**src/rtl/aes_gcm_pkg.sv**
```systemverilog
// Shared types for the AES-GCM output stage: block type, beat kinds, FSM states
// and the ciphertext byte-mask helper.
package aes_gcm_pkg;

  typedef logic [0:127] block_t;

  typedef enum logic [1:0] {
    KIND_EKJ0  = 2'd0,
    KIND_CT    = 2'd1,
    KIND_GHASH = 2'd2
  } beat_kind_e;

  typedef enum logic [1:0] {
    IDLE = 2'd0,
    DATA = 2'd1,
    TAG  = 2'd2
  } out_state_e;

  localparam int BLOCK_BYTES = 16;

  // Byte 0 occupies bits 0..7; bytes at index >= n are forced to zero.
  function automatic block_t ct_mask(block_t d, logic [4:0] n);
    block_t m;
    m = d;
    for (int i = 0; i < BLOCK_BYTES; i++) begin
      if (5'(i) >= n) m[i*8 +: 8] = 8'h00;
    end
    return m;
  endfunction

endpackage

```
**src/rtl/gcm_ct_fifo.sv**
```systemverilog
// Synchronous FIFO of {ciphertext block, byte count}; head is read combinationally
// from storage. Push is ignored when full, pop is ignored when empty.
module gcm_ct_fifo
  import aes_gcm_pkg::*;
#(
  parameter int DEPTH = 4
) (
  input  logic                         clk,
  input  logic                         rst,
  input  logic                         push_i,
  input  logic [0:127]                 push_dat_i,
  input  logic [4:0]                   push_bytes_i,
  input  logic                         pop_i,
  output logic [0:127]                 head_dat_o,
  output logic [4:0]                   head_bytes_o,
  output logic [$clog2(DEPTH):0]       count_o,
  output logic                         full_o,
  output logic                         empty_o
);
  localparam int AW = $clog2(DEPTH);
  localparam int CW = AW + 1;

  block_t         mem_q   [DEPTH];
  logic [4:0]     bytes_q [DEPTH];
  logic [AW-1:0]  wr_q, rd_q;
  logic [CW-1:0]  cnt_q, cnt_d;
  logic           do_push, do_pop;

  assign full_o       = (cnt_q == CW'(DEPTH));
  assign empty_o      = (cnt_q == '0);
  assign count_o      = cnt_q;
  assign head_dat_o   = mem_q[rd_q];
  assign head_bytes_o = bytes_q[rd_q];
  assign do_push      = push_i && !full_o;
  assign do_pop       = pop_i && !empty_o;

  always_comb begin
    cnt_d = cnt_q;
    case ({do_push, do_pop})
      2'b10:   cnt_d = cnt_q + CW'(1);
      2'b01:   cnt_d = cnt_q - CW'(1);
      default: cnt_d = cnt_q;
    endcase
  end

  // Storage is cleared too so nothing stale is visible on the head after reset.
  always_ff @(posedge clk or posedge rst) begin
    if (rst) begin
      for (int i = 0; i < DEPTH; i++) begin
        mem_q[i]   <= '0;
        bytes_q[i] <= '0;
      end
      wr_q  <= '0;
      rd_q  <= '0;
      cnt_q <= '0;
    end else begin
      if (do_push) begin
        mem_q[wr_q]   <= push_dat_i;
        bytes_q[wr_q] <= push_bytes_i;
        wr_q          <= wr_q + AW'(1);
      end
      if (do_pop) rd_q <= rd_q + AW'(1);
      cnt_q <= cnt_d;
    end
  end

endmodule

```
**src/rtl/gcm_output_stage.sv**
```systemverilog
// AES-GCM tail stage: buffers ciphertext, then emits tag = S ^ E(K,J0) once the
// buffer drains, with optional tag comparison in decrypt mode.
module gcm_output_stage
  import aes_gcm_pkg::*;
#(
  parameter int FIFO_DEPTH = 4
) (
  input  logic          clk,
  input  logic          rst,
  input  logic          i_valid,
  output logic          o_ready,
  input  logic [1:0]    i_kind,
  input  logic [0:127]  i_data,
  input  logic [4:0]    i_ct_bytes,
  input  logic          i_decrypt,
  input  logic [0:127]  i_expected_tag,
  output logic          o_ct_valid,
  input  logic          i_ct_ready,
  output logic [0:127]  o_cipher_text,
  output logic [4:0]    o_ct_bytes,
  output logic [0:127]  o_tag,
  output logic          o_tag_ready,
  output logic          o_tag_match,
  output logic          o_busy,
  output logic          o_error
);
  localparam int CW = $clog2(FIFO_DEPTH) + 1;

  out_state_e     state_q, state_d;
  block_t         ekj0_q, ekj0_d;
  block_t         tagr_q, tagr_d;
  block_t         exp_q, exp_d;
  block_t         tag_q, tag_d;
  logic           decrypt_q, decrypt_d;
  logic           tag_rdy_q, tag_rdy_d;
  logic           match_q, match_d;
  logic           err_q, err_d;
  logic           busy_q;
  logic           accept, push, pop, ct_ok;
  logic           fifo_full, fifo_empty;
  logic [CW-1:0]  fifo_count;
  block_t         push_dat;

  assign o_ready    = !rst && ((state_q == IDLE) || ((state_q == DATA) && !fifo_full));
  assign accept     = i_valid && o_ready;
  assign o_ct_valid = !fifo_empty;
  assign pop        = o_ct_valid && i_ct_ready;
  assign ct_ok      = (i_ct_bytes != 5'd0) && (i_ct_bytes <= 5'd16);
  assign push_dat   = ct_mask(i_data, i_ct_bytes);

  gcm_ct_fifo #(.DEPTH(FIFO_DEPTH)) u_fifo (
    .clk          (clk),
    .rst          (rst),
    .push_i       (push),
    .push_dat_i   (push_dat),
    .push_bytes_i (i_ct_bytes),
    .pop_i        (pop),
    .head_dat_o   (o_cipher_text),
    .head_bytes_o (o_ct_bytes),
    .count_o      (fifo_count),
    .full_o       (fifo_full),
    .empty_o      (fifo_empty)
  );

  always_comb begin
    state_d   = state_q;
    ekj0_d    = ekj0_q;
    decrypt_d = decrypt_q;
    tagr_d    = tagr_q;
    exp_d     = exp_q;
    tag_d     = tag_q;
    tag_rdy_d = 1'b0;
    match_d   = 1'b0;
    err_d     = err_q;
    push      = 1'b0;
    case (state_q)
      IDLE: begin
        if (accept) begin
          if (i_kind == KIND_EKJ0) begin
            ekj0_d    = i_data;
            decrypt_d = i_decrypt;
            state_d   = DATA;
          end else begin
            err_d = 1'b1;
          end
        end
      end
      DATA: begin
        if (accept) begin
          case (i_kind)
            KIND_CT: begin
              if (ct_ok) push  = 1'b1;
              else       err_d = 1'b1;
            end
            KIND_GHASH: begin
              tagr_d  = i_data ^ ekj0_q;
              exp_d   = i_expected_tag;
              state_d = TAG;
            end
            default: err_d = 1'b1;
          endcase
        end
      end
      TAG: begin
        // The pulse cycle stays in TAG so the first IDLE cycle follows it.
        if (tag_rdy_q) begin
          state_d = IDLE;
        end else if (fifo_empty || ((fifo_count == CW'(1)) && pop)) begin
          tag_rdy_d = 1'b1;
          tag_d     = tagr_q;
          match_d   = decrypt_q && (tagr_q == exp_q);
        end
      end
      default: state_d = IDLE;
    endcase
  end

  always_ff @(posedge clk or posedge rst) begin
    if (rst) begin
      state_q   <= IDLE;
      ekj0_q    <= '0;
      decrypt_q <= 1'b0;
      tagr_q    <= '0;
      exp_q     <= '0;
      tag_q     <= '0;
      tag_rdy_q <= 1'b0;
      match_q   <= 1'b0;
      err_q     <= 1'b0;
      busy_q    <= 1'b0;
    end else begin
      state_q   <= state_d;
      ekj0_q    <= ekj0_d;
      decrypt_q <= decrypt_d;
      tagr_q    <= tagr_d;
      exp_q     <= exp_d;
      tag_q     <= tag_d;
      tag_rdy_q <= tag_rdy_d;
      match_q   <= match_d;
      err_q     <= err_d;
      busy_q    <= (state_d != IDLE);
    end
  end

  assign o_tag       = tag_q;
  assign o_tag_ready = tag_rdy_q;
  assign o_tag_match = match_q;
  assign o_busy      = busy_q;
  assign o_error     = err_q;

endmodule

```
**config.mk**
```make
export PLATFORM = sky130hd
export DESIGN_NAME = gcm_output_stage
export DESIGN_NICKNAME = d
export VERILOG_FILES = /design/src/rtl/aes_gcm_pkg.sv /design/src/rtl/gcm_ct_fifo.sv /design/src/rtl/gcm_output_stage.sv
export SDC_FILE = /design/constraint.sdc
export NUM_CORES = 2
export LEC_CHECK = 0
export ABC_AREA = 1
export CAP_MARGIN = 10
export CORE_AREA = 4 4 320 400
export CTS_CLUSTER_DIAMETER = 200
export DETAILED_ROUTE_END_ITERATION = 16
export DIE_AREA = 0 0 324 404
export PLACE_DENSITY = 0.64
export SYNTH_ARGS = -nofsm -noshare
export SYNTH_HDL_FRONTEND = slang
export SYNTH_HIERARCHICAL = 1
export SYNTH_SLANG_ARGS = --single-unit
```
**constraint.sdc**
```tcl
create_clock -name clk -period 26.8 [get_ports clk]
set_input_delay 4.02 -clock clk [delete_from_list [all_inputs] [get_ports clk]]
set_output_delay 4.02 -clock clk [all_outputs]
set_load 0.02 [all_outputs]
```
Word level (Yosys, flattened, before mapping)
Cells that the tools add are included.
Word-level totals
  register bits after elaboration: 1058
  bits of input ports: 268
  output and inout bits: 267
  word-level logic and storage cells: 140
Operators by class
  reduce and logical (&&, ||, !) cells: 26
  eq/ne operators: 14
  bitwise gates (word level): 4
  $lt $le $gt $ge: 20
  multiplexer cells: 51
  add/sub/neg operators: 4
Operator list (count)
  $bwmux W512: 1
  $mux W128: 3
  $bmux W128 S2: 1
  $demux W128 S2: 1
  $eq A128 B128 Y1: 1
  $mux W8: 16
  $xor A128 B128 Y128: 1
  $ge A4 B5 Y1 const A: 8
  $bwmux W20: 1
  $ge A3 B5 Y1 const A: 4
  $mux W5: 3
  $mux W1: 14
  $bmux W5 S2: 1
  $demux W5 S2: 1
  $ge A1 B5 Y1 const A: 2
  $ge A2 B5 Y1 const A: 2
  $logic_and A1 B1 Y1: 10
  $mux W2: 5
  $reduce_and A3 Y1: 3
  $ne A2 B2 Y1 const B: 4
  $eq A2 B1 Y1 const B: 3
  $eq A2 B2 Y1 const B: 3
  $ge A3 B3 Y1 const B: 2
  $not A2 Y3: 2
  other kinds (19): 27

Depth between registers and ports, before layout
  depth after elaboration: 11
  depth in mapped cells: 21
  mapped depth without buffers: 17

Hierarchy
The synthesis kept the hierarchy.
By module, submodules not included
  gcm_ct_fifo: seq. area each 13487.9 um2, cells an instance 3309, instances 1, area an instance 26180.1 um2
  gcm_output_stage: seq. area each 12987.5 um2, cells an instance 2830, instances 1, area an instance 23211.0 um2

Worst setup path after synthesis
Ideal clock, no wire load.
  kind: in2out
  from: in rst
  to: out o_ready
  arrival: 15.889 ns
  buffers on the path: 0
  cell stages on the path: 3
  path slack: 6.891 ns
  required time: 22.780 ns
  cells stage by stage: inv_1 nand3_1 inv_2
On the way
  cells in the longest elaborated chain, start to end: 2
Ends and longest elaborated chain
  start, declared: line gcm_output_stage.sv:9  | input logic rst,
  $logic_not A1 Y1 (no source line)
  $logic_and A1 B1 Y1: line gcm_output_stage.sv:44  | assign o_ready = !rst && ((state_q == IDLE) || ((state_q == DATA) && !fifo_full));
  end, declared: line gcm_output_stage.sv:11  | output logic o_ready,
No other way between the ends.

Worst setup path in the final report
Ends and elaborated chain as after synthesis.

==> results by group <==
Pwr
  • Psw: 1700 µW
  • Max VDD drop: 0.00005760 V
  • Internal power: 3254 µW
  • Pwr Density: 83.96 nW/µm²
  • Flop pwr share: 39.5%
  • Clock network power share: 32.4%
  • Sw Ratio: 34.32%
  • Combinational share of power: 28.1%
  • Total Power: 4954 µW
  • Leak: 0.02948 µW

Placement
  • Final HPWL DP: 120400 µm
  • Port bufs: 534
  • Placed Area: 55190 µm²
  • GPL Wtd Cong: 0.8892

Drt
  • Vias/cell: 5.406
  • # DRC: 0
  • Pre-antenna DRT Iters: 6
  • Post-route ant nets: 0
  • Wire per inst: 22.53 µm
  • Vias: 43.91k
  • Routed WL: 183000 µm
  • 1st-iter DRT viols: 5555

Yosys
  • Synth cell types: 36
  • Yosys warning total: 6
  • Share of the synthesized area in the top cell type: 53.60%
  • Async S/R FF share, synth: 100.0%
  • Post-synthesis cell area: 49390 µm²
  • Post-synth EDFFs: 0
  • Top post-synthesis cells by area: dfrtp_1 54%, nand2_1 15%, o21ai_0 7.2%
  • Seq/Total Area, Yosys: 53.60%
  • Synth Area per Inst: 8.045 µm²
  • Yosys reg bits: 1058
  • Synth Flop Type: dfrtp_1
  • Synth area leader: dfrtp_1
  • Mapped Nets: 6413
  • Post-Synthesis Cells: 6139

CTS
  • Num CTS Buffers: 111
  • H-tree depth: 3
  • Clock latency on the worst-skew pair: 740 ps
  • Reg clk slew, reported paths: 60 ps
  • Resized cells post-CTS: 0
  • CTS Root Cell: clkbuf_16
  • CTS sink count: 1058
  • Clk buf depth: 3
  • CTS Hold Buffers Added: 0
  • CTS tree: built
  • Postcts setup bufs: 0

Cells and area
  • Core Util, Final: 47.41%
  • Most common cell after layout, fill and taps aside: nand2_1
  • Layout cells sized above 1: 3.990%
  • Nets@finish: 6675
  • Area grow syn2layout: 19.47%
  • Post-route cell area: 59010 µm²
  • Most frequent cells in the layout: 1996 x nand2_1, 1057 x dfrtp_1, 715 x o21ai_0, 646 x nor2_1, 536 x nand4_1

Setup path
  • Critical path cell sequence: clkdlybuf4s50_1 -> inv_8 -> nand3_1 -> inv_2 -> clkdlybuf4s50_1
  • Crit path capture type: output pin
  • FF-to-FF path depth: 13
  • Worst EP required: 22780 ps
  • Worst Path Class, Setup: input pin to output pin
  • Crit path arrival time: 6150 ps
  • CP max stage cell: clkdlybuf4s50_1
  • Delay of the slowest cell on the worst path: 640 ps
  • Largest fanout on the critical path: 76
  • CP Launch Type: input pin
  • R2r startpoint: u_fifo/count_o[0]
  • Crit path launch: rst
  • Most used cell, CP: clkdlybuf4s50_1

Global routing
  • First-pass GRT wire length: 269900 µm
  • Grt ovf: 0
  • Largest net degree at the start of global routing: 192
  • Vias in the first global route: 41.08k
  • Total Routing Usage GR: 27.40%
  • Initial antenna violation count: 23

Timing
  • Max-slew violation count: 0
  • Total negative slack: 0 ps
  • Tightest Pin Transition: 1243 ps
  • Final number of hold-violating endpoints: 0
  • Final period utilization: 37.96%
  • Fin Hold WS: 463.2 ps
  • Slew HR: 17.16%
  • Max Clock Freq: 98.30 MHz
  • Endpoints failing setup: 0
  • RSZ-0062 raised after global routing: no
  • Final min period: 10170 ps
  • Clk_skew: 27.48 ps

Die
  • Die Area: 130900 µm²
  • Core area: 124500 µm²
  • Number of top-level pins: 535
  • Std cell rows: 145
  • Die H: 404 µm
  • Width of the die: 324 µm
  • Initial Utilization: 39.69%

Run status
  • Outcome: complete, no violations

Hold path
  • Hold path cells: 2
  • Hold Path Class: flip-flop to flip-flop
  • Hold Crit Start: u_fifo/mem_q[310]

Flow run
  • Max-Cap Viols: 0
metrics by stage:
| step | worst slack (ps) | cells |
|---|---|---|
| 2_1_floorplan | 6891 | 6139 |
| 3_3_place_gp | 16600 | 7905 |
| 3_5_place_dp | 16610 | 7905 |
| 4_1_cts | 16590 | 8108 |
| 5_1_grt | 16500 | 8115 |
| 6_report | 16630 | 8122 |
cells in the mapped netlist (2+ instances only):
| library cell | n |
|---|---|
| nand3_2 | 4 |
| buf_2 | 175 |
| nand2_1 | 1996 |
| a21oi_1 | 2 |
| dfrtp_1 | 1058 |
| nand2_4 | 2 |
| nor2_2 | 2 |
| nand4_1 | 536 |
| xnor2_1 | 24 |
| nand3_1 | 12 |
| buf_6 | 23 |
| o21ai_1 | 189 |
| nand3b_1 | 2 |
| o21ai_0 | 715 |
| inv_1 | 375 |
| xor2_1 | 108 |
| inv_2 | 6 |
| buf_1 | 30 |
| ha_1 | 5 |
| buf_4 | 33 |
| nor2_1 | 647 |
| nor3_1 | 4 |
| clkbuf_1 | 174 |
| o22ai_1 | 4 |
| a31oi_1 | 2 |
state kept, by name, summed over array words and instances (netlist names):
name / cells
ekj0_q: 128
o_busy: 1
exp_q: 128
decrypt_q: 1
o_tag_ready: 1
u_fifo/mem_q: 512
o_tag_match: 1
u_fifo/wr_q: 2
tagr_q: 128
o_error: 1
u_fifo/count_o: 3
o_tag: 128
u_fifo/bytes_q: 20
u_fifo/rd_q: 2
state_q: 2
worst paths after layout:
check                                     to  slack [ps]
setup / recovery                     o_ready       16630
hold / removal             u_fifo/mem_q[310]         460
setup reg to reg            u_fifo/mem_q[26]       21380
hold reg to reg            u_fifo/mem_q[310]         460
max in group asynchronous  u_fifo/mem_q[151]       20270
min in group asynchronous         ekj0_q[90]        3930
cell type report:
cell class                 count  area (µm²)
multi-input combinational   4262       19420
timing repair buffer         585        5791
fill                       11950       65450
antenna                       14       35.03
inverter                     383        1475
clock buffer                 169        3347
clock inverter                34       436.7
tap                         1617        2023
sequential                  1058       26480
cells by family after synthesis:
kind of cell    synth area share (%)
buf+inv                        7.275
compound gates                 9.305
xor+xnor                       2.341
simple gates                   27.31
flops                          53.60
fa+ha+maj                     0.1672
power groups by stage:
stage | Combinational (µW) | Clock, µW | Sequential (µW)
after floorplan | 606 | 0 | 2040
after global placement | 1380 | 0 | 1980
after detailed placement | 1390 | 0 | 1980
after CTS | 1400 | 1640 | 1960
after global routing | 1500 | 1700 | 1980
final | 1390 | 1610 | 1960
routing by layer:
metal,part of all wire [%],GRT usage [%],vias to the layer above
met2,44,40.21,1938
met4,4.6,12.29,10
met1,42,38.71,21300
li1,-,-,20430
met5,0.039,0,-
met3,9.5,6.282,231
critical path: cells and delay by family:
| kind | cells | cell delay, ps |
|---|---|---|
| buffers and inverters | 4 | 1890 |
| AND/OR/NAND/NOR | 1 | 180 |
(Power assumes the default switching activity.)
